--- src/rtl/cc3000_apb_spi.sv ---
// APB3 slave with TX/RX byte FIFOs feeding a mode-1 SPI master for the CC3000,
// plus a synchronised IRQ_N input and a level interrupt to the MSS.
module cc3000_apb_spi #(
    parameter int          FIFO_DEPTH  = 8,
    parameter int          ADDR_WIDTH  = 8,
    parameter logic [15:0] DEFAULT_DIV = 16'd4
) (
    input  logic                  SYSCLK,
    input  logic                  SYSRESET,
    input  logic                  PSEL,
    input  logic                  PENABLE,
    input  logic                  PWRITE,
    input  logic [ADDR_WIDTH-1:0] PADDR,
    input  logic [31:0]           PWDATA,
    output logic [31:0]           PRDATA,
    output logic                  PREADY,
    output logic                  PSLVERR,
    output logic                  SPI_SCLK,
    output logic                  SPI_MOSI,
    input  logic                  SPI_MISO,
    output logic                  SPI_CS_N,
    input  logic                  SPI_IRQ_N,
    output logic                  FABINT
);
    localparam int AW = $clog2(FIFO_DEPTH);
    localparam int PW = AW + 1;

    typedef enum logic [2:0] {S_IDLE, S_LOAD, S_SHIFT_H, S_SHIFT_L, S_DONE} state_t;

    state_t       state_q, state_d;
    logic [15:0]  cnt_q, cnt_d;
    logic [2:0]   bit_q, bit_d;
    logic [7:0]   sh_q, sh_d;
    logic [4:0]   ctrl_q;
    logic [15:0]  clkdiv_q;
    logic         ovf_q, irq1_q, irq2_q, fabint_q;
    logic         sclk_q, sclk_d, mosi_q, mosi_d, cs_n_q, cs_n_d;
    logic [PW-1:0] tx_wr_q, tx_rd_q, rx_wr_q, rx_rd_q;
    logic [7:0]   tx_mem [FIFO_DEPTH];
    logic [7:0]   rx_mem [FIFO_DEPTH];

    logic       strobe, wr_data, rd_data, wr_ctrl, wr_div;
    logic       tx_full, tx_empty, rx_full, rx_empty;
    logic       tx_push, tx_pop, rx_push, rx_pop, ovf_set, busy, irq_sync;
    logic [7:0] tx_head, rx_head;
    logic       unused_bits;

    assign strobe  = PSEL & PENABLE;
    assign wr_data = strobe &  PWRITE & (PADDR[3:2] == 2'd0);
    assign rd_data = strobe & ~PWRITE & (PADDR[3:2] == 2'd0);
    assign wr_ctrl = strobe &  PWRITE & (PADDR[3:2] == 2'd2);
    assign wr_div  = strobe &  PWRITE & (PADDR[3:2] == 2'd3);
    assign unused_bits = ^{PADDR, PWDATA[31:16]};

    // Full: MSBs differ, index bits equal
    assign tx_empty = (tx_wr_q == tx_rd_q);
    assign tx_full  = (tx_wr_q[AW] != tx_rd_q[AW]) && (tx_wr_q[AW-1:0] == tx_rd_q[AW-1:0]);
    assign rx_empty = (rx_wr_q == rx_rd_q);
    assign rx_full  = (rx_wr_q[AW] != rx_rd_q[AW]) && (rx_wr_q[AW-1:0] == rx_rd_q[AW-1:0]);
    assign tx_head  = tx_mem[tx_rd_q[AW-1:0]];
    assign rx_head  = rx_mem[rx_rd_q[AW-1:0]];

    assign tx_push  = wr_data & ~tx_full;
    assign rx_pop   = rd_data & ~rx_empty;
    assign busy     = (state_q != S_IDLE);
    assign irq_sync = ~irq2_q;

    always_comb begin
        state_d = state_q;
        cnt_d   = cnt_q;
        bit_d   = bit_q;
        sh_d    = sh_q;
        tx_pop  = 1'b0;
        rx_push = 1'b0;
        ovf_set = 1'b0;
        case (state_q)
            S_IDLE: begin
                if (ctrl_q[0] && !tx_empty) begin
                    tx_pop  = 1'b1;
                    sh_d    = tx_head;
                    state_d = S_LOAD;
                end
            end
            S_LOAD: begin
                state_d = S_SHIFT_H;
                cnt_d   = clkdiv_q;
                bit_d   = 3'd0;
            end
            S_SHIFT_H: begin
                if (cnt_q == 16'd0) begin
                    state_d = S_SHIFT_L;
                    cnt_d   = clkdiv_q;
                    sh_d    = {sh_q[6:0], SPI_MISO};
                end else begin
                    cnt_d = cnt_q - 16'd1;
                end
            end
            S_SHIFT_L: begin
                if (cnt_q == 16'd0) begin
                    if (bit_q == 3'd7) begin
                        state_d = S_DONE;
                    end else begin
                        state_d = S_SHIFT_H;
                        cnt_d   = clkdiv_q;
                        bit_d   = bit_q + 3'd1;
                    end
                end else begin
                    cnt_d = cnt_q - 16'd1;
                end
            end
            S_DONE: begin
                if (rx_full) ovf_set = 1'b1;
                else         rx_push = 1'b1;
                if (ctrl_q[0] && !tx_empty) begin
                    tx_pop  = 1'b1;
                    sh_d    = tx_head;
                    state_d = S_LOAD;
                end else begin
                    state_d = S_IDLE;
                end
            end
            default: state_d = S_IDLE;
        endcase
    end

    // Pin registers follow the next state so SCLK/MOSI/CS line up with the FSM
    always_comb begin
        sclk_d = (state_d == S_SHIFT_H);
        mosi_d = (state_d == S_SHIFT_H) ? sh_d[7] : mosi_q;
        cs_n_d = ctrl_q[1] ? ~ctrl_q[2] : (state_d == S_IDLE);
    end

    always_ff @(posedge SYSCLK or posedge SYSRESET) begin
        if (SYSRESET) begin
            state_q  <= S_IDLE;
            cnt_q    <= 16'd0;
            bit_q    <= 3'd0;
            ctrl_q   <= 5'd0;
            clkdiv_q <= DEFAULT_DIV;
            ovf_q    <= 1'b0;
            irq1_q   <= 1'b1;
            irq2_q   <= 1'b1;
            fabint_q <= 1'b0;
            sclk_q   <= 1'b0;
            mosi_q   <= 1'b0;
            cs_n_q   <= 1'b1;
            tx_wr_q  <= '0;
            tx_rd_q  <= '0;
            rx_wr_q  <= '0;
            rx_rd_q  <= '0;
        end else begin
            state_q  <= state_d;
            cnt_q    <= cnt_d;
            bit_q    <= bit_d;
            sclk_q   <= sclk_d;
            mosi_q   <= mosi_d;
            cs_n_q   <= cs_n_d;
            irq1_q   <= SPI_IRQ_N;
            irq2_q   <= irq1_q;
            fabint_q <= (ctrl_q[3] & ~rx_empty) | (ctrl_q[4] & irq_sync);
            if (wr_ctrl) ctrl_q <= PWDATA[4:0];
            if (wr_div)  clkdiv_q <= PWDATA[15:0];
            if (ovf_set)                     ovf_q <= 1'b1;
            else if (wr_ctrl && PWDATA[5])   ovf_q <= 1'b0;
            if (tx_push) tx_wr_q <= tx_wr_q + PW'(1);
            if (tx_pop)  tx_rd_q <= tx_rd_q + PW'(1);
            if (rx_push) rx_wr_q <= rx_wr_q + PW'(1);
            if (rx_pop)  rx_rd_q <= rx_rd_q + PW'(1);
        end
    end

    always_ff @(posedge SYSCLK) begin
        sh_q <= sh_d;
        if (tx_push) tx_mem[tx_wr_q[AW-1:0]] <= PWDATA[7:0];
        if (rx_push) rx_mem[rx_wr_q[AW-1:0]] <= sh_q;
    end

    always_comb begin
        PRDATA  = 32'd0;
        PSLVERR = 1'b0;
        if (strobe) begin
            case (PADDR[3:2])
                2'd0: begin
                    if (PWRITE)        PSLVERR = tx_full;
                    else if (rx_empty) PSLVERR = 1'b1;
                    else               PRDATA  = {24'd0, rx_head};
                end
                2'd1: begin
                    if (PWRITE) PSLVERR = 1'b1;
                    else PRDATA = {25'd0, irq_sync, ovf_q, busy, rx_empty, rx_full, tx_empty, tx_full};
                end
                2'd2: if (!PWRITE) PRDATA = {27'd0, ctrl_q};
                default: if (!PWRITE) PRDATA = {16'd0, clkdiv_q};
            endcase
        end
    end

    assign PREADY   = 1'b1;
    assign SPI_SCLK = sclk_q;
    assign SPI_MOSI = mosi_q;
    assign SPI_CS_N = cs_n_q;
    assign FABINT   = fabint_q;
endmodule
--- config.mk ---
export PLATFORM = sky130hd
export DESIGN_NAME = cc3000_apb_spi
export DESIGN_NICKNAME = d
export VERILOG_FILES = /design/src/rtl/cc3000_apb_spi.sv
export SDC_FILE = /design/constraint.sdc
export NUM_CORES = 1
export LEC_CHECK = 0
export ABC_AREA = 1
export BUFFER_PORTS_ARGS = -buffer_cell sky130_fd_sc_hd__buf_2
export CORE_MARGIN = 2
export CORE_UTILIZATION = 47
export DETAILED_ROUTE_END_ITERATION = 10
export PLACE_DENSITY = 0.65
export SYNTH_ARGS = -nofsm -noshare
export SYNTH_HDL_FRONTEND = slang
export SYNTH_SLANG_ARGS = --single-unit
--- constraint.sdc ---
create_clock -name SYSCLK -period 2.17 [get_ports SYSCLK]
set_input_delay 0.3255 -clock SYSCLK [delete_from_list [all_inputs] [get_ports SYSCLK]]
set_output_delay 0.3255 -clock SYSCLK [all_outputs]
set_load 0.02 [all_outputs]
* Yosys cells after proc, flatten, opt, wreduce, memory -nomap -nowiden
Memories as Yosys holds them, arrays and structs flattened.
Index checks and enable logic that the tools add are counted.
** Cells by class
- $add $sub $neg :: 6
- Equality and inequality tests :: 20
- Bitwise operators :: 17
- Reductions and logical operators :: 18
- Mux-type cells :: 41
** Operators by type and width (count)
- one-hot mux 32 bit (3 select lines) :: 1
- two-way mux 16 bit :: 4
- one-hot mux 16 bit (3 select lines) :: 1
- two-way mux 32 bit :: 1
- two-way mux 8 bit :: 4
- two-way mux 1 bit :: 18
- two-way mux 3 bit :: 6
- adder 4 x 1 -> 4 bit (second input constant) :: 4
- zero test 16 bit :: 1
- one-hot mux 8 bit (2 select lines) :: 1
- subtractor 16 x 1 -> 16 bit (second input constant) :: 1
- one-hot mux 3 bit (5 select lines) :: 1
- AND 1 bit :: 11
- == test 3 x 2 -> 1 bit (second input constant) :: 3
- == test 4 bit :: 2
- two-way mux 7 bit :: 1
- == test 3 bit :: 2
- == test 3 bit (second input constant) :: 2
- zero test 3 bit :: 2
- != test 2 bit (second input constant) :: 3
- one-hot mux 3 bit (2 select lines) :: 1
- AND reduction 3 bit :: 2
- nonzero test 2 bit :: 3
- nonzero test 3 bit :: 2
- 16 further kinds :: 25
** Storage, ports and cells
- Logic and storage cells :: 122
- Memories :: 2
- Input bits :: 47
- Register bits after elaboration :: 74
- Bits in writable memories :: 128
- Output and inout port bits :: 38
** Memory list
- rx_mem :: depth 8, width 8, read ports 1, clocked after memory_dff 0, wr ports 1, line 40 : logic [7:0] rx_mem [FIFO_DEPTH];
- tx_mem :: depth 8, width 8, read ports 1, clocked after memory_dff 0, wr ports 1, line 39 : logic [7:0] tx_mem [FIFO_DEPTH];

* Longest topological paths before layout
- Depth in word-level cells :: 7
- Mapped depth :: 12
- Depth with buffers taken out :: 11

* Least setup slack after synthesis
Ideal clock, no wire load.
- Kind :: reg-to-reg
- Start :: register tx_rd_q[0]
- End :: memory tx_mem[6][0], enable pin
- Cell stages (with the launch flop) :: 11
- Arrival time :: 1.771 ns
- Clock period less this slack :: 2.154 ns
- Path slack :: 0.016 ns
- Setup time :: 0.383 ns
- Path buffers :: 1
- Data required time :: 1.787 ns
- Cells stage by stage :: dfrtp_1 -> buf_4 -> inv_2 -> nand2_1 -> nand2_1 -> nor2_2 -> nand3_1 -> nand3_1 -> inv_1 -> nand2_1 -> nor3_1
** On the way
- Word-level cells in the longest chain between the ends :: 6
** RTL lines
- from (decl) :: line 38 : logic [PW-1:0] tx_wr_q, tx_rd_q, rx_wr_q, rx_rd_q;
- from (signal assigned) :: line 166 : if (tx_pop) tx_rd_q <= tx_rd_q + PW'(1);
- == test 3 bit :: line 57 : assign tx_full = (tx_wr_q[AW] != tx_rd_q[AW]) && (tx_wr_q[AW-1:0] == tx_rd_q[AW-1:0]);
- logical AND 1 bit :: line 57
- inverter 1 bit :: line 63 : assign tx_push = wr_data & ~tx_full;
- AND 1 bit :: line 63
- two-way mux 1 bit :: line 174 : if (tx_push) tx_mem[tx_wr_q[AW-1:0]] <= PWDATA[7:0];
- two-way mux 1 bit (implied by the code) :: line 174
- to (decl) :: line 39
No other way between the ends.

* Final worst setup path
- Start :: register rx_rd_q[0]
- End :: output port PRDATA[0]
** On the way
- Word-level cells in the longest chain between the ends :: 5
- Elaborated cells between the ends (all ways) :: 6
- Classes of those cells :: 1 x eq/ne; 4 x mux; 1 x memory
** RTL lines
- from (decl) :: line 38
- from (signal assigned) :: line 168 : if (rx_pop) rx_rd_q <= rx_rd_q + PW'(1);
- memory (8 x 8 bit) or == test 4 bit (tied branches)
- two-way mux 8 bit * :: line 185 : else if (rx_empty) PSLVERR = 1'b1;
- two-way mux 8 bit * :: line 184 : if (PWRITE) PSLVERR = tx_full;
- one-hot mux 32 bit (3 select lines) * :: line 182 : case (PADDR[3:2])
- two-way mux 32 bit * :: line 181 : if (strobe) begin
- to (decl) :: line 15 : output logic [31:0] PRDATA,
Mark *: on every way between the ends. The rest lies on a longest branch, timed or not.

==> reports/results.ini <==
[sta]
setup_ws_ps = -274
hold_violations = 0
finClkSkew_ps = 16.7
post-route-min-period_ps = 2440
setup_viol = 9
fin_crit_sh_pct = 113
tightest_slew_ps = 511
rsz0062_at_grt = true
drv_slew = 0
slew_headroom_pct = 65.9
fmax_mhz = 409

[finish]
fillers = 1641
layout-drive-gt1-share_pct = 24.8
multiInputGateArea_sq_mm = 0.00338
n_antenna_cell = 0
fin_cells = 1296
seq_area_sq_mm = 0.00574
nets = 1069
area_growth_pct = 20.1

[routing]
dr_total_vias = 6741
routed_wl_um = 21900
wire_per_inst_um = 16.9
drc_errors = 0
via_per_inst = 5.20
drtPass1Iterations = 5
drt_iter0_drc = 407
ant_nets = 0

[setup_path]
slowest_delay_ps = 530
critPathTopFamily = compound AO/OA/AOI/OAI gates
crit_buf_inv = 3
cp.arrival_ps = 2120
crit_chain = buf_12 -> buf_6 -> a21oi_1 -> a211oi_2 -> o21ai_2 -> a21oi_2 -> buf_4
worst-path-max-fanout = 8
path_class = reg -> out
crit_path_end_kind = output pin
critPathRequiredTime_ps = 1840
slowest_stage = dfrtp_2
start_kind = flop

[global_routing]
antenna_found_initial = 0
grtUsageTotal_pct = 20.4
met1_usage_pct = 29.1
grt_use_met3_pct = 2.45
grt_max_degree = 67
grt_pass1_wl_um = 34200
busiest_layer = met2
grt_use_met2_pct = 33.1
grt_pass1_vias = 6273
grt.overflow.total = 0

[outcome]
violations = setup timing
status = finished, violations left

[synth]
synth_area_sq_mm = 0.00938
synth_top_area_share_pct = 43.2
ys_seq_elements = 202
ys_top_cells_by_count = nand2_1 (234), edfxtp_1 (135), nor2_1 (91)
postSynthCellCount = 916
synth_warnings = 0
synthFlopType = edfxtp_1
yosysSeqAreaShare_pct = 61.1
synth_top_area_cell = edfxtp_1
synth-async-reset-ratio_pct = 32.7
synth_most_common_cell = nand2_1
synth.distinct_cells = 49
synth_edf_count = 135
avgSynthCellArea_sq_um = 10.2
synth_area_leaders = edfxtp_1 (43%), dfrtp_1 (17%), nand2_1 (9.4%), nor2_1 (3.6%), o21ai_0 (3.5%)

[clock_network]
cts_max_path_buffers = 3
cts_root_buffer = clkbuf_16
cts_sinks = 202
path_clk_slew_ps = 60
cts_tree = done
htree_num_levels = 1
clk_latency_ps = 510
cts_buffers = 22

[power_and_ir_drop]
p_leak_uw = 0.00462
vdd_drop_max_mv = 0.879
powerDensity_mw_per_mm2 = 1220
total_power_uw = 13800

[placed_design]
placedCellCount = 1244
place.gp.congestion = 0.863
pre_cts_ws_ps = 90.0
port_buffers = 45
dp_hpwl_um = 14800

[floorplan]
chipHeight_um = 145
dieArea_sq_mm = 0.0211
pin_count = 85
die-width_um = 145
core_area_sq_mm = 0.0195
std_cell_rows = 51
initial_core_util_pct = 48.0

[job]
max_cap_violations = 0

[min_path]
hold_class = in -> reg

## power breakdown
part	internal [uW]	leakage (uW)	switching, uW
clock network	2090	0.000342	1500
registers	4650	0.00203	558
logic	1960	0.00225	3030
total	8690	0.00462	5090
## worst paths after layout
check / slack (ps) / startpoint / depth (start not counted) / end
max: -270 / rx_rd_q[0] / 7 / PRDATA[0]
max in group asynchronous: 1390 / SYSRESET / 4 / irq2_q
max reg2reg: 120 / tx_wr_q[2] / 10 / tx_mem[6][6]
min: 60 / PWDATA[15] / 2 / clkdiv_q[15]
min in group asynchronous: 440 / SYSRESET / 4 / rx_wr_q[1]
min reg2reg: 370 / irq1_q / 0 / irq2_q
## registers in the layout (all words and copies together), names as in the netlist, 4 cells and up
name / cells
tx_mem: 64
rx_rd_q: 4
cnt_q: 16
sh_q: 8
rx_mem: 64
ctrl_q: 5
rx_wr_q: 4
tx_rd_q: 4
clkdiv_q: 16
tx_wr_q: 4
## placed cells by master (no fill, tap or decap), types with 9 or more instances in the layout
cell	Yosys	layout
xor2_1	16	15
clkbuf_16	0	24
nand2_2	5	17
buf_6	6	9
conb_1	2	17
o211ai_1	9	9
nor3_1	10	9
inv_2	9	11
nor2_2	7	9
nor2_1	91	85
nand3_1	28	24
edfxtp_1	135	135
buf_2	18	36
o21ai_2	6	11
nor2_4	7	11
dfrtp_1	62	58
inv_1	49	45
o21ai_1	10	18
nand2_1	234	222
buf_4	19	56
a21oi_1	36	28
o21ai_0	66	53
## what timing repair did
item                       in CTS  in global routing
hold endpoints to repair       63                  0
resized for setup              38                 73
setup endpoints to repair       9                 41
buffers inserted                0                  9
pin swaps                       7                 33
cloned                          0                  2
hold buffers                    2                  0
## through the flow
step | TNS (ps) | area [sq um] | utilization (%) | hold WS [ps]
floorplan | 0 | 9430 | - | 330
global placement | 0 | 10100 | 51.6 | 347
detailed placement | 0 | 10100 | 51.6 | 349
CTS | -1990 | 10900 | 55.8 | 39.1
global route | -3220 | 11300 | 57.7 | 54.9
finish | -2120 | 11300 | 57.7 | 55.3
## worst reg2reg max path: stages, from the launching register on
cell and delay (ps):
dfrtp_1 410, inv_1 100, nand2_1 50, nand2_1 100, inv_1 80, nand3_4 100, nand3_1 220, inv_2 160
nand2_1 140, nor3_1 160, buf_4 220
## final cells by class
| class | instances | area share [%] |
|---|---|---|
| Tap cell | 265 | 2.95 |
| Inverter | 60 | 2.09 |
| Sequential cell | 202 | 51.0 |
| Timing Repair Buffer | 111 | 7.84 |
| Multi-Input combinational cell | 618 | 30.0 |
| Clock inverter | 17 | 1.24 |
| Clock buffer | 23 | 4.92 |
## metal layers
layer	up-vias	routed length, um
met2	188	10500
met1	3242	9800
met4	0	521
met3	39	1030
li1	3272	-
met5	-	0
## kinds of logic after synthesis
family | Yosys count | synth area share [%]
xor gates and xnor gates | 26 | 2.43
muxes | 7 | 0.841
and+or+nand+nor | 400 | 18.5
AOI/OAI and AO/OA | 161 | 10.1
DFF | 202 | 61.1
buffers and inverters | 111 | 5.95
other | 2 | 0.0801
adders and majority gates | 7 | 0.934
Note: power is estimated with default switching activity, not from simulation.
